### src/rtl/i2d_core_pkg.sv
// Shared core types for the fetch/decode boundary.
//   ifq_entry_t       : one fetched instruction (PC plus instruction word)
//   IFQ_DEPTH_DEFAULT : default instruction fetch queue depth
package i2d_core_pkg;

  localparam int unsigned IFQ_DEPTH_DEFAULT = 4;
  localparam int unsigned XLEN              = 32;

  typedef struct packed {
    logic [XLEN-1:0] pc;
    logic [XLEN-1:0] instr;
  } ifq_entry_t;

  localparam int unsigned IFQ_ENTRY_W = $bits(ifq_entry_t);

endpackage

### src/rtl/i2d_sync_fifo.sv
// Generic synchronous FIFO with an in-order read port and a synchronous clear.
//   clk, rst : clock and synchronous active-high reset
//   clear    : empties the FIFO on the next edge, overriding wr_en/rd_en
//   wr_en    : write wr_data at the tail (caller guarantees not full)
//   rd_en    : drop the head entry (caller guarantees not empty)
//   rd_data  : head entry, read combinationally
//   count    : current occupancy, 0..DEPTH
module i2d_sync_fifo #(
  parameter int unsigned WIDTH = 64,
  parameter int unsigned DEPTH = 4
) (
  input  logic                     clk,
  input  logic                     rst,
  input  logic                     clear,
  input  logic                     wr_en,
  input  logic [WIDTH-1:0]         wr_data,
  input  logic                     rd_en,
  output logic [WIDTH-1:0]         rd_data,
  output logic [$clog2(DEPTH):0]   count
);

  localparam int unsigned PTR_W = $clog2(DEPTH);
  localparam int unsigned CNT_W = PTR_W + 1;

  logic [WIDTH-1:0] mem_q [DEPTH];
  logic [PTR_W-1:0] wr_ptr_q, wr_ptr_d;
  logic [PTR_W-1:0] rd_ptr_q, rd_ptr_d;
  logic [CNT_W-1:0] count_q, count_d;

  // Pointer/count next state; DEPTH is a power of two so pointers wrap naturally.
  always_comb begin
    wr_ptr_d = wr_ptr_q;
    rd_ptr_d = rd_ptr_q;
    count_d  = count_q;
    if (clear) begin
      wr_ptr_d = '0;
      rd_ptr_d = '0;
      count_d  = '0;
    end else begin
      if (wr_en) wr_ptr_d = wr_ptr_q + PTR_W'(1);
      if (rd_en) rd_ptr_d = rd_ptr_q + PTR_W'(1);
      count_d = count_q + CNT_W'(wr_en) - CNT_W'(rd_en);
    end
  end

  // Storage is reset so the head read never propagates X.
  always_ff @(posedge clk) begin
    if (rst) begin
      wr_ptr_q <= '0;
      rd_ptr_q <= '0;
      count_q  <= '0;
      for (int i = 0; i < int'(DEPTH); i++) mem_q[i] <= '0;
    end else begin
      wr_ptr_q <= wr_ptr_d;
      rd_ptr_q <= rd_ptr_d;
      count_q  <= count_d;
      if (wr_en && !clear) mem_q[wr_ptr_q] <= wr_data;
    end
  end

  assign rd_data = mem_q[rd_ptr_q];
  assign count   = count_q;

endmodule

### src/rtl/core_ifq.sv
// Instruction fetch queue between fetch and decode.
//   clk, rst           : clock and synchronous active-high reset
//   if_pc, if_instr    : completed fetch payload, valid when if_busy=0
//   if_busy            : fetch not complete this cycle
//   if_halt            : queue full, fetch must stall
//   flush              : redirect; drops queue contents and this cycle's fetch
//   id_valid/id_ready  : decode handshake on the head entry
//   id_pc, id_instr    : head entry payload
//   ifq_count          : current occupancy
module core_ifq
  import i2d_core_pkg::*;
#(
  parameter int unsigned DEPTH = IFQ_DEPTH_DEFAULT
) (
  input  logic                   clk,
  input  logic                   rst,
  input  logic [31:0]            if_pc,
  input  logic [31:0]            if_instr,
  input  logic                   if_busy,
  output logic                   if_halt,
  input  logic                   flush,
  output logic                   id_valid,
  output logic [31:0]            id_pc,
  output logic [31:0]            id_instr,
  input  logic                   id_ready,
  output logic [$clog2(DEPTH):0] ifq_count
);

  localparam int unsigned CNT_W = $clog2(DEPTH) + 1;

  ifq_entry_t       wr_entry;
  ifq_entry_t       rd_entry;
  logic [CNT_W-1:0] count;
  logic             full_c;
  logic             push_c;
  logic             pop_c;

  // Status comes only from registered occupancy, so halt has no path from id_ready/if_busy.
  assign full_c   = (count == CNT_W'(DEPTH));
  assign id_valid = (count != '0);
  assign if_halt  = full_c;

  // A fetch arriving while full is dropped; flush overrides both sides.
  assign push_c = !if_busy && !flush && !full_c;
  assign pop_c  = id_valid && id_ready && !flush;

  assign wr_entry.pc    = if_pc;
  assign wr_entry.instr = if_instr;

  i2d_sync_fifo #(
    .WIDTH (IFQ_ENTRY_W),
    .DEPTH (DEPTH)
  ) u_fifo (
    .clk     (clk),
    .rst     (rst),
    .clear   (flush),
    .wr_en   (push_c),
    .wr_data (wr_entry),
    .rd_en   (pop_c),
    .rd_data (rd_entry),
    .count   (count)
  );

  assign id_pc     = rd_entry.pc;
  assign id_instr  = rd_entry.instr;
  assign ifq_count = count;

endmodule

### config.mk
export PLATFORM = sky130hd
export DESIGN_NAME = core_ifq
export DESIGN_NICKNAME = d
export VERILOG_FILES = /design/src/rtl/i2d_core_pkg.sv /design/src/rtl/i2d_sync_fifo.sv /design/src/rtl/core_ifq.sv
export SDC_FILE = /design/constraint.sdc
export NUM_CORES = 1
export LEC_CHECK = 0
export BUFFER_PORTS_ARGS = -buffer_cell sky130_fd_sc_hd__buf_2
export CAP_MARGIN = 20
export CORE_ASPECT_RATIO = 1.1
export CORE_UTILIZATION = 42
export CTS_BUF_LIST = sky130_fd_sc_hd__clkbuf_4
export CTS_CLUSTER_SIZE = 25
export DETAILED_ROUTE_END_ITERATION = 8
export PLACE_DENSITY = 0.6
export REMOVE_ABC_BUFFERS = 1
export SYNTH_ARGS = -nofsm -noshare
export SYNTH_HDL_FRONTEND = slang
export SYNTH_HIERARCHICAL = 1
export SYNTH_SLANG_ARGS = --single-unit
### constraint.sdc
create_clock -name clk -period 5.5 [get_ports clk]
set_input_delay 0.825 -clock clk [delete_from_list [all_inputs] [get_ports clk]]
set_output_delay 0.825 -clock clk [all_outputs]
set_load 0.01 [all_outputs]
Word level (Yosys, flattened, before mapping)
Memories as Yosys holds them, arrays and structs flattened. A register that Yosys moved wholly into a read port is not among the register bits.
Cells that the tools add are included.
{ "classes": {"addsub": 4, "mul": 0, "div_mod_pow": 0, "magnitude_cmp": 0, "n_eq_ne": 1, "n_shift": 0, "muxes": 10, "n_bitwise": 0, "n_reduce_logical": 11} }
{ "ops": {"columns": ["cell", "n"], "rows": [
  ["64-bit 2-to-1 mux", 1],
  ["64-bit OR reduction", 1],
  ["1-bit 2-to-1 mux", 6],
  ["2-bit 2-to-1 mux", 3],
  ["1-bit logical AND", 5],
  ["2-bit by 1-bit adder with 2-bit output (second input constant)", 2],
  ["3-bit by 1-bit adder with 3-bit output", 1],
  ["3-bit == test (second input constant)", 1],
  ["1-bit zero test", 3],
  ["3-bit nonzero test", 1],
  ["3-bit by 1-bit subtractor with 3-bit output", 1],
  ["2-bit OR reduction", 1]
]} }
{ "totals": {"register_bits": 7, "latch_bits": 0, "ramBits": 256, "mem_bits_ro": 0, "input_bits": 69, "out_inout_bits": 69, "elab_cells": 30, "memories": 1} }
{ "memory_table": {"columns": ["name", "depth", "width", "rd", "rd_ports_with_merged_regs", "write_ports", "line", "source"], "rows": [
  ["u_fifo.mem_q", 4, 64, 1, 1, 4, "i2d_sync_fifo.sv:25", "logic [WIDTH-1:0] mem_q [DEPTH];"]
]} }

Logic depth before layout (Yosys ltp)
Gate-level depths: netlist of the first run.
{ "logic_depth": {"depth_word": 9, "mapped_depth": 8} }

By module
Netlist of the first run, hierarchy kept.
{ "modules_own_cells": {"columns": ["mod", "n_inst", "cells_per_inst", "area_per_inst_um2", "seq_area_each_um2"], "rows": [
  ["i2d_sync_fifo", 1, 733, 11502.3, 7867.5],
  ["core_ifq", 1, 4, 32.5, 0.0]
]} }

Least setup slack after synthesis of the first run
No wires, ideal clock.
{ "synth_path": {"path_kind": "in2reg", "from": "in flush", "to": "mem u_fifo.mem_q[0][0] (enable)", "t_arrival_ps": 3426, "slack_ps": 1641, "cell_stages": 3, "path_cell_list": "nor3_1 or4b_1 nand2b_1"} }
{ "synth_lines": {"columns": ["item", "line", "source"], "rows": [
  ["from (decl)", "core_ifq.sv:21", "input logic flush,"],
  ["to (decl)", "i2d_sync_fifo.sv:25", null]
]} }

==> flow_metrics.env, run 1 <==
export IMPL_status="finished, final reports clean"
export IMPL_postLayoutSetupSlackWorst_ns=2.271
export IMPL_htreeDepth=3
export IMPL_synth_edf_count=256
export IMPL_drive_gt1_frac=0.4045
export IMPL_worst_slew_pin_slew_ns=1.056
export IMPL_synth_fa_ha_area_frac=0.003905
export IMPL_grt_antenna_before_repair=2
export IMPL_io_buffers=137
export IMPL_synthToLayoutAreaGrowth_pct=15.37
export IMPL_dieWidth_um=160.0
export IMPL_clk_pin_slew_worst_paths_ns=0.06
export IMPL_die_h_um=175.8
export IMPL_coreArea_um2=26960
export IMPL_start_util=0.4279
export IMPL_synth_top_family_by_area="simple AND/OR/NAND/NOR gates"
export IMPL_async_reset_ff_frac=0
export IMPL_firstDrtPassIters=5
export IMPL_cp_data_required_time_ns=4.68
export IMPL_synth_simple_area_share=0.1558
export IMPL_slew_violations=0
export IMPL_synth_warnings=6
export IMPL_dieArea_um2=28130
export IMPL_n_fill_cell=2430
export IMPL_vias_per_cell=5.039
export IMPL_hpwlAfterDp_um=13330
export IMPL_hold_path_class="flip-flop to flip-flop"
export IMPL_synth_xor_area_frac=0.003580
export IMPL_rsz0062_at_grt="false"
export IMPL_crit_arrival_ns=2.40
export IMPL_power_per_cell_area_nw_per_um2=309.7
export IMPL_synth_compound_area_share=0.003471
export IMPL_power_leakage_uw=0.004758
export IMPL_multiInputGateArea_um2=3436
export IMPL_globalplace_congestion=0.7105
export IMPL_end_kind="output pin"
export IMPL_rows=63
export IMPL_post_cts_buffers=0
export IMPL_setup_violations=0
export IMPL_syn_avg_cell_area_um2=15.65
export IMPL_cts_buffers=68
export IMPL_layout_min_cycle_time_ns=3.229
export IMPL_ys_ff_latch=265
export IMPL_grt_pass1_wl_um=38850
export IMPL_vias=6541
export IMPL_placedCellCount=1189
export IMPL_start_kind="flip-flop"
export IMPL_synth_ff_type="edfxtp_1"
export IMPL_crit_fanout=21
export IMPL_cts_resized=0
export IMPL_min_period_over_period=0.5872
export IMPL_drc=0
export IMPL_synth_seq_area_share=0.6821
export IMPL_cap_violations=0
export IMPL_overflow=0
export IMPL_grt_start_max_net_pins=65
export IMPL_final_nets=974
export IMPL_drtIter0Drc=354
export IMPL_criticalPathCategory="flip-flop to output pin"
export IMPL_grt_pass1_vias=7142
export IMPL_postLayoutCoreUtil=0.4936
export IMPL_cts_tree="done"
export IMPL_io_pin_count=138
export IMPL_finalHoldViolCount=0
export IMPL_synth_area_mux_share=0.1250
export IMPL_finalNonFillerCells=1298
export IMPL_postRouteAntennaNets=0
export IMPL_register_area_um2=7875
export IMPL_root_buffer="clkbuf_4"
export IMPL_synth_distinct_cells=29
export IMPL_max_slew_margin=0.2961
export IMPL_synthCells=737
export IMPL_clock_sinks=265
export IMPL_fmax_mhz=309.7
export IMPL_max_vdd_ir_drop_uv=126.5
export IMPL_pre_cts_ws_ns=1.982
export IMPL_drt_total_wl_um=24890
export IMPL_wl_per_cell_um=19.17
export IMPL_clkLatencyLatePin_ns=0.64
export IMPL_clock_skew_ns=0.03037
export IMPL_clock_path_buffers=3
export IMPL_grt_usage=0.1827
export IMPL_netlist_area_um2=11530
export IMPL_holdBufCountCts=0
[cells by family after synthesis]
| kind of cell | after synthesis |
|---|---|
| compound gates | 5 |
| xor+xnor | 3 |
| fa+ha+maj | 3 |
| buf+inv | 57 |
| flops | 265 |
| mux | 64 |
| simple gates | 340 |
[layer usage]
| layer | part of all wire | GRT usage | vias up |
|---|---|---|---|
| met4 | 0.018 | 0.06984 | 0 |
| li1 | - | - | 3023 |
| met2 | 0.51 | 0.3109 | 182 |
| met5 | 0 | 0 | - |
| met3 | 0.055 | 0.04227 | 45 |
| met1 | 0.42 | 0.2268 | 3291 |
[cell usage in the layout (no fill, tap or decap), drive strengths merged]
cell type,n
clkinv,10
diode,4
clkbuf,94
a41o,1
nand3b,2
dfxtp,9
or4b,1
nor3,1
edfxtp,256
inv,8
and3b,1
xor3,1
or3,1
nand2b,67
ha,2
buf,145
a21bo,2
xnor2,2
nor2,262
nor3b,1
a21oi,2
mux4,64
nand4bb,2
or2,1
or2b,1
fa,1
[flip-flops by register name, summed over array words and instances (netlist names), named ones only]
name	cells
u_fifo/count	3
u_fifo/mem_q	256
u_fifo/rd_ptr_q	2
u_fifo/wr_ptr_q	2
[worst max-delay path, cell delays in order, from the launching register on]
cell and delay, ns:
dfxtp_4 0.65, buf_4 0.38, mux4_2 0.57, buf_2 0.16
[report_power, final]
group,total [µW],internal [µW],switching [µW]
sequential,2320,2300,23.2
combinational,284,105,179
clock,1520,778,740
total,4120,3180,942
[Yosys cell counts, types with 2 or more instances]
master / number / area, µm²
dfxtp_1: 9 / 180.2
ha_1: 2 / 25.02
nand2b_1: 67 / 419.2
clkbuf_1: 30 / 112.6
edfxtp_1: 256 / 7687
buf_1: 5 / 18.77
buf_2: 8 / 40.04
inv_1: 7 / 26.28
a21bo_2: 2 / 20.02
nor2_2: 30 / 187.7
nand4bb_1: 2 / 22.52
a21oi_1: 2 / 10.01
nand3b_1: 2 / 15.01
buf_6: 4 / 45.04
nor2_4: 30 / 337.8
xnor2_1: 2 / 17.52
nor2_1: 202 / 758.2
buf_12: 3 / 60.06
mux4_2: 64 / 1441
[worst paths after layout]
check                           from                 end  slack (ns)  depth (start not counted)
hold reg to reg   u_fifo/rd_ptr_q[0]           flip-flop        0.54                          2
setup / recovery           flip-flop        id_instr[16]        2.27                          3
setup reg to reg     u_fifo/count[1]  u_fifo/mem_q[0][5]        2.52                          5
hold / removal    u_fifo/rd_ptr_q[0]           flip-flop        0.54                          2
[per-stage QoR]
step           hold slack, ns  area (µm²)  TNS, ns  power [µW]
6_report               0.5420       13310        0        4121
4_1_cts                0.5172       13300        0        4184
5_1_grt                0.5620       13300        0        4291
3_3_place_gp           0.5099       12520        0        2651
2_1_floorplan          0.4992       11260   -95.21        2527
3_5_place_dp           0.5234       12550        0        2657
[area by class of cell]
class	instances	share of cell area
inverter	7	0.001974
multi-input combinational	415	0.2582
clock buffer	94	0.05303
timing repair buffer	145	0.05754
clock inverter	11	0.003197
tap	357	0.03357
antenna	4	0.0007522
sequential	265	0.5918
No activity file was read; power rests on OpenSTA's default activity.
==> inputs of run 2 (changes only) <==
--- a/config.mk
+++ b/config.mk
@@ -5,6 +5,7 @@
 export SDC_FILE = /design/constraint.sdc
 export NUM_CORES = 1
 export LEC_CHECK = 0
+export ABC_AREA = 1
 export BUFFER_PORTS_ARGS = -buffer_cell sky130_fd_sc_hd__buf_2
 export CAP_MARGIN = 20
 export CORE_ASPECT_RATIO = 1.1
@@ -12,7 +13,7 @@
 export CTS_BUF_LIST = sky130_fd_sc_hd__clkbuf_4
 export CTS_CLUSTER_SIZE = 25
 export DETAILED_ROUTE_END_ITERATION = 8
-export PLACE_DENSITY = 0.6
+export PLACE_DENSITY = 0.62
 export REMOVE_ABC_BUFFERS = 1
 export SYNTH_ARGS = -nofsm -noshare
 export SYNTH_HDL_FRONTEND = slang
==> constraint.sdc (replaced) <==
create_clock -name clk -period 2.6 [get_ports clk]
set_input_delay 0.39 -clock clk [delete_from_list [all_inputs] [get_ports clk]]
set_output_delay 0.39 -clock clk [all_outputs]
set_load 0.01 [all_outputs]
==> flow_metrics.env, run 2 <==
export IMPL_coreArea_um2=26960
export IMPL_globalplace_congestion=0.7359
export IMPL_drive_gt1_frac=0.2214
export IMPL_cp_num_buf_inv=3
export IMPL_finalHoldViolCount=0
export IMPL_synth_seq_area_share=0.6838
export IMPL_io_pin_count=138
export IMPL_post_cts_buffers=0
export IMPL_final_nets=1338
export IMPL_largest_reg_flops=256
export IMPL_overflow=0
export IMPL_synth_area_leader_cell="edfxtp_1"
export IMPL_htreeDepth=3
export IMPL_postRouteAntennaNets=0
export IMPL_dieWidth_um=159.8
export IMPL_grt_start_max_net_pins=85
export IMPL_fmax_mhz=412.3
export IMPL_end_kind="output pin"
export IMPL_firstDrtPassIters=5
export IMPL_power_per_cell_area_nw_per_um2=668.2
export IMPL_synth_ff_type="edfxtp_1"
export IMPL_io_buffers=137
export IMPL_netlist_area_um2=11510
export IMPL_ff2ff_setup_slack_ns=0.37
export IMPL_synthCells=1103
export IMPL_drc=0
export IMPL_crit_arrival_ns=2.04
export IMPL_status="finished, final reports clean"
export IMPL_hold_path_class="input port to flip-flop"
export IMPL_syn_avg_cell_area_um2=10.43
export IMPL_synth_commonest_cells="388 x nor2_1, 256 x edfxtp_1, 150 x o21ai_0"
export IMPL_max_vdd_ir_drop_uv=303.6
export IMPL_setup_violations=0
export IMPL_drtIter0Drc=546
export IMPL_layout_min_cycle_time_ns=2.426
export IMPL_critPathMostFrequentCell="o21ai_0"
export IMPL_start_kind="flip-flop"
export IMPL_wl_per_cell_um=16.59
export IMPL_power_uw=9085
export IMPL_crit_fanout=38
export IMPL_synth_edf_count=256
export IMPL_vias_per_cell=5.018
export IMPL_cap_violations=0
export IMPL_multiInputGateArea_um2=2992
export IMPL_start_util=0.4268
export IMPL_rows=63
export IMPL_power_leakage_uw=0.005605
export IMPL_root_buffer="clkbuf_4"
export IMPL_grt_antenna_before_repair=3
export IMPL_slew_violations=0
export IMPL_min_period_over_period=0.9329
export IMPL_clk_pin_slew_worst_paths_ns=0.06
export IMPL_hpwlAfterDp_um=15340
export IMPL_max_stage_delay_ns=0.37
export IMPL_clock_skew_ns=0.04184
export IMPL_synth_warnings=6
export IMPL_die_h_um=175.6
export IMPL_grt_pass1_wl_um=44190
export IMPL_cts_buffers=70
export IMPL_critPathSlowestCell="dfxtp_1"
export IMPL_synth_most_common_cell="nor2_1"
export IMPL_fin_area_um2=13600
export IMPL_n_fill_cell=2531
export IMPL_placed_cell_area_um2=12650
export IMPL_max_slew_margin=0.3907
export IMPL_most_common_layout_cells="388 x nor2_1, 256 x edfxtp_1, 145 x o21ai_0, 137 x buf_2, 105 x clkbuf_4"
export IMPL_cp_cell_sequence="inv_8 > buf_4 > o21ai_0 > o21ai_0 > buf_2"
export IMPL_worst_slew_pin_slew_ns=0.9140
export IMPL_vias=8380
export IMPL_cts_tree="done"
export IMPL_grt_pass1_vias=8700
export IMPL_ys_ff_latch=265
export IMPL_synth_distinct_cells=21
export IMPL_criticalPathCategory="flip-flop to output pin"
export IMPL_register_area_um2=7871
export IMPL_clock_sinks=265
export IMPL_crit_family="buffers and inverters"
export IMPL_grt_usage=0.2030
export IMPL_synthToLayoutAreaGrowth_pct=18.16
export IMPL_clock_path_buffers=3
export IMPL_async_reset_ff_frac=0
export IMPL_dieArea_um2=28060
export IMPL_ys_top_cells_by_area="edfxtp_1 67%, nor2_1 13%, o21ai_0 6.5%, nor3_1 2.8%, inv_1 2.6%"
export IMPL_drt_total_wl_um=27700
export IMPL_regMostFlops="u_fifo/mem_q"
export IMPL_clkLatencyLatePin_ns=0.67
export IMPL_final_common_cell="nor2_1"
export IMPL_cp_data_required_time_ns=2.21
export IMPL_synth_top_area_frac=0.6681
run 2: cell types whose count changed in the layout (fill, tap and decap cells not counted), moves of 28 or more:
cell      previous run  this run
mux4_2              64         0
nor2_2              30         2
nor2_4              30         1
o21ai_1              0        51
nor3_1               1        65
inv_1                7        80
o21ai_0              0       145
nor2_1             202       388
nand2b_1            64         0
run 2: area by class of cell:
type,instances,area share
antenna,3,0.0005522
multi-input combinational,680,0.2200
clock inverter,11,0.007546
timing repair buffer,166,0.07795
clock buffer,105,0.05798
inverter,83,0.02411
sequential,265,0.5790
tap,357,0.03285
run 2: worst paths after layout:
check                startpoint                  end  cells past startpoint
max reg2reg     u_fifo/count[1]  u_fifo/mem_q[3][25]                      7
max                   flip-flop         id_instr[14]                      5
min                         rst   u_fifo/wr_ptr_q[0]                      4
min reg2reg  u_fifo/rd_ptr_q[1]   u_fifo/rd_ptr_q[1]                      1
run 2: worst min-delay path, delay by kind of cell:
family	cells	cell delay [ns]
simple gates	3	0.14
buf+inv	1	0.11
run 2: per-stage QoR:
stage / setup TNS (ns) / hold WS, ns / worst slack [ns] / std cells / utilization
after floorplan: -911.01 / 0.4115 / -4.552 / 1028 / -
after global placement: 0 / 0.4416 / 0.2588 / 1550 / 0.4692
after detailed placement: 0 / 0.4408 / 0.2660 / 1550 / 0.4692
after CTS: -0.02191 / 0.006961 / -0.02191 / 1667 / 0.5039
after global routing: -0.0003337 / 0.01117 / -0.0003337 / 1669 / 0.5042
final: 0 / 0.06144 / 0.1744 / 1670 / 0.5043
run 2: logic make-up after synthesis:
group / count (synthesis) / synth area share
AOI/OAI and AO/OA: 202 / 0.08786
DFF: 265 / 0.6838
and+or+nand+nor: 475 / 0.1635
adders and majority gates: 3 / 0.003914
buffers and inverters: 158 / 0.06090
run 2: power by group:
group          switching, µW  internal [µW]  leakage [µW]
sequential              43.3           4850       0.00273
combinational            367            175       0.00235
clock                   1620           2030      0.000529
total                   2030           7050       0.00560
run 2: layer usage:
| layer | GRT usage | vias up | part of all wire |
|---|---|---|---|
| met2 | 0.3450 | 226 | 0.50 |
| met1 | 0.2481 | 3998 | 0.43 |
| met4 | 0.09206 | 2 | 0.027 |
| li1 | - | 4088 | - |
| met5 | 0 | - | 0.00040 |
| met3 | 0.04439 | 66 | 0.051 |
run 2: repair_timing:
item                       in CTS  in global routing
setup endpoints to repair      12                 16
hold buffers                    0                  0
gates resized for setup         3                 10
gates cloned                    1                  0
==> inputs of run 3 (changes only) <==
--- a/config.mk
+++ b/config.mk
@@ -5,7 +5,7 @@
 export SDC_FILE = /design/constraint.sdc
 export NUM_CORES = 1
 export LEC_CHECK = 0
-export ABC_AREA = 1
+export ABC_AREA = 0
 export BUFFER_PORTS_ARGS = -buffer_cell sky130_fd_sc_hd__buf_2
 export CAP_MARGIN = 20
 export CORE_ASPECT_RATIO = 1.1
==> flow_metrics.env, run 3 (synthesis gave the netlist of run 1 again) <==
export IMPL_worstRegToRegCells=8
export IMPL_power_leakage_uw=0.004994
export IMPL_grt_usage=0.1883
export IMPL_die_h_um=175.8
export IMPL_dieArea_um2=28130
export IMPL_worstHoldStart="if_pc[18]"
export IMPL_slew_violations=0
export IMPL_drive_gt1_frac=0.4271
export IMPL_rows=63
export IMPL_clk_pin_slew_worst_paths_ns=0.06
export IMPL_setup_violations=0
export IMPL_min_period_over_period=0.9428
export IMPL_crit_arrival_ns=2.06
export IMPL_drtIter0Drc=291
export IMPL_cts_resized=0
export IMPL_max_vdd_ir_drop_uv=237.7
export IMPL_placed_cell_area_um2=12880
export IMPL_whs_endpoint="u_fifo/mem_q[3][50]"
export IMPL_io_buffers=137
export IMPL_pre_cts_ws_ns=0.1797
export IMPL_dieWidth_um=160.0
export IMPL_wl_per_cell_um=19.08
export IMPL_placedCellCount=1207
export IMPL_hold_path_class="input port to flip-flop"
export IMPL_finalNonFillerCells=1327
export IMPL_cp_data_required_time_ns=2.21
export IMPL_grt_pass1_vias=7122
export IMPL_globalplace_congestion=0.7141
export IMPL_drt_total_wl_um=25320
export IMPL_reg2reg_to="u_fifo/count[2]"
export IMPL_drc=0
export IMPL_fin_area_um2=13760
export IMPL_io_pin_count=138
export IMPL_reg2reg_from="u_fifo/count[1]"
export IMPL_synthToLayoutAreaGrowth_pct=19.32
export IMPL_vias_per_cell=5.039
export IMPL_finalHoldViolCount=0
export IMPL_cts_tree="done"
export IMPL_holdBufCountCts=0
export IMPL_power_per_cell_area_nw_per_um2=660.1
export IMPL_clock_path_buffers=3
export IMPL_overflow=0
export IMPL_most_common_layout_cells="256 x edfxtp_1, 202 x nor2_1, 137 x buf_2, 107 x clkbuf_4"
export IMPL_start_kind="flip-flop"
export IMPL_postRouteAntennaNets=0
export IMPL_rsz0062_at_grt="false"
export IMPL_worst_slew_pin_slew_ns=0.6730
export IMPL_layout_min_cycle_time_ns=2.451
export IMPL_root_buffer="clkbuf_4"
export IMPL_clock_sinks=265
export IMPL_fmax_mhz=407.9
export IMPL_cap_violations=0
export IMPL_clkLatencyLatePin_ns=0.63
export IMPL_start_util=0.4279
export IMPL_status="finished, final reports clean"
export IMPL_vias=6687
export IMPL_firstDrtPassIters=4
export IMPL_n_fill_cell=2365
export IMPL_power_uw=9086
export IMPL_crit_fanout=21
export IMPL_fin_hold_ws_ns=0.1342
export IMPL_end_kind="output pin"
export IMPL_postLayoutSetupSlackWorst_ns=0.1486
export IMPL_grt_pass1_wl_um=39640
export IMPL_final_common_cell="edfxtp_1"
export IMPL_max_slew_margin=0.5513
export IMPL_ff2ff_setup_slack_ns=0.18
export IMPL_criticalPathCategory="flip-flop to output pin"
export IMPL_htreeDepth=3
export IMPL_coreArea_um2=26960
export IMPL_holdPathStages=3
export IMPL_grt_antenna_before_repair=4
export IMPL_cts_buffers=68
export IMPL_largest_reg_flops=256
export IMPL_regMostFlops="u_fifo/mem_q"
export IMPL_final_nets=994
export IMPL_grt_start_max_net_pins=65
export IMPL_hpwlAfterDp_um=14450
export IMPL_clock_skew_ns=0.02966
==> run 3: worst max-delay path by stage <==
| stage | endpoint |
|---|---|
| after floorplan | u_fifo/mem_q[0][0] |
| after global placement | u_fifo/count[2] |
| after detailed placement | u_fifo/count[2] |
| after CTS | id_instr[12] |
| after global routing | id_instr[12] |
| final | id_instr[12] |
==> run 3: per-stage QoR <==
step	TNS, ns	utilization
4_1_cts	0	0.5103
5_1_grt	0	0.5104
6_report	0	0.5105
3_3_place_gp	0	0.4777
3_5_place_dp	0	0.4777
2_1_floorplan	-885.48	-
==> run 3: power by group <==
group	switching [µW]	total, µW	internal, µW
Clock	1590	3540	1950
Combinational	391	652	261
Sequential	44.4	4890	4850
Total	2020	9090	7060
==> run 3: layer usage <==
| layer | global-route usage | vias up | routed length [µm] |
|---|---|---|---|
| met5 | 0 | - | 31 |
| met4 | 0.07103 | 4 | 490 |
| met3 | 0.04652 | 50 | 1690 |
| met2 | 0.3092 | 209 | 12240 |
| met1 | 0.2419 | 3325 | 10870 |
| li1 | - | 3099 | - |
==> run 3: worst max-delay path, stage by stage (launching register included) <==
cell,delay [ns]
dfxtp_4,0.60
buf_4,0.31
mux4_2,0.36
buf_2,0.16
==> run 3: area by class of cell <==
class	count	area, µm²	share of cell area
Timing Repair Buffer	165	1109	0.08055
Inverter	7	26.28	0.001909
Clock buffer	107	803.3	0.05836
Clock inverter	8	60.06	0.004364
Tap cell	357	446.7	0.03245
Sequential cell	265	7875	0.5722
Multi-Input combinational cell	415	3436	0.2496
Antenna cell	3	7.507	0.0005455
==> run 3: timing repair <==
item,in CTS,in global routing
setup endpoints to repair,32,0
endpoints found under the hold margin,0,0
setup buffers,2,0
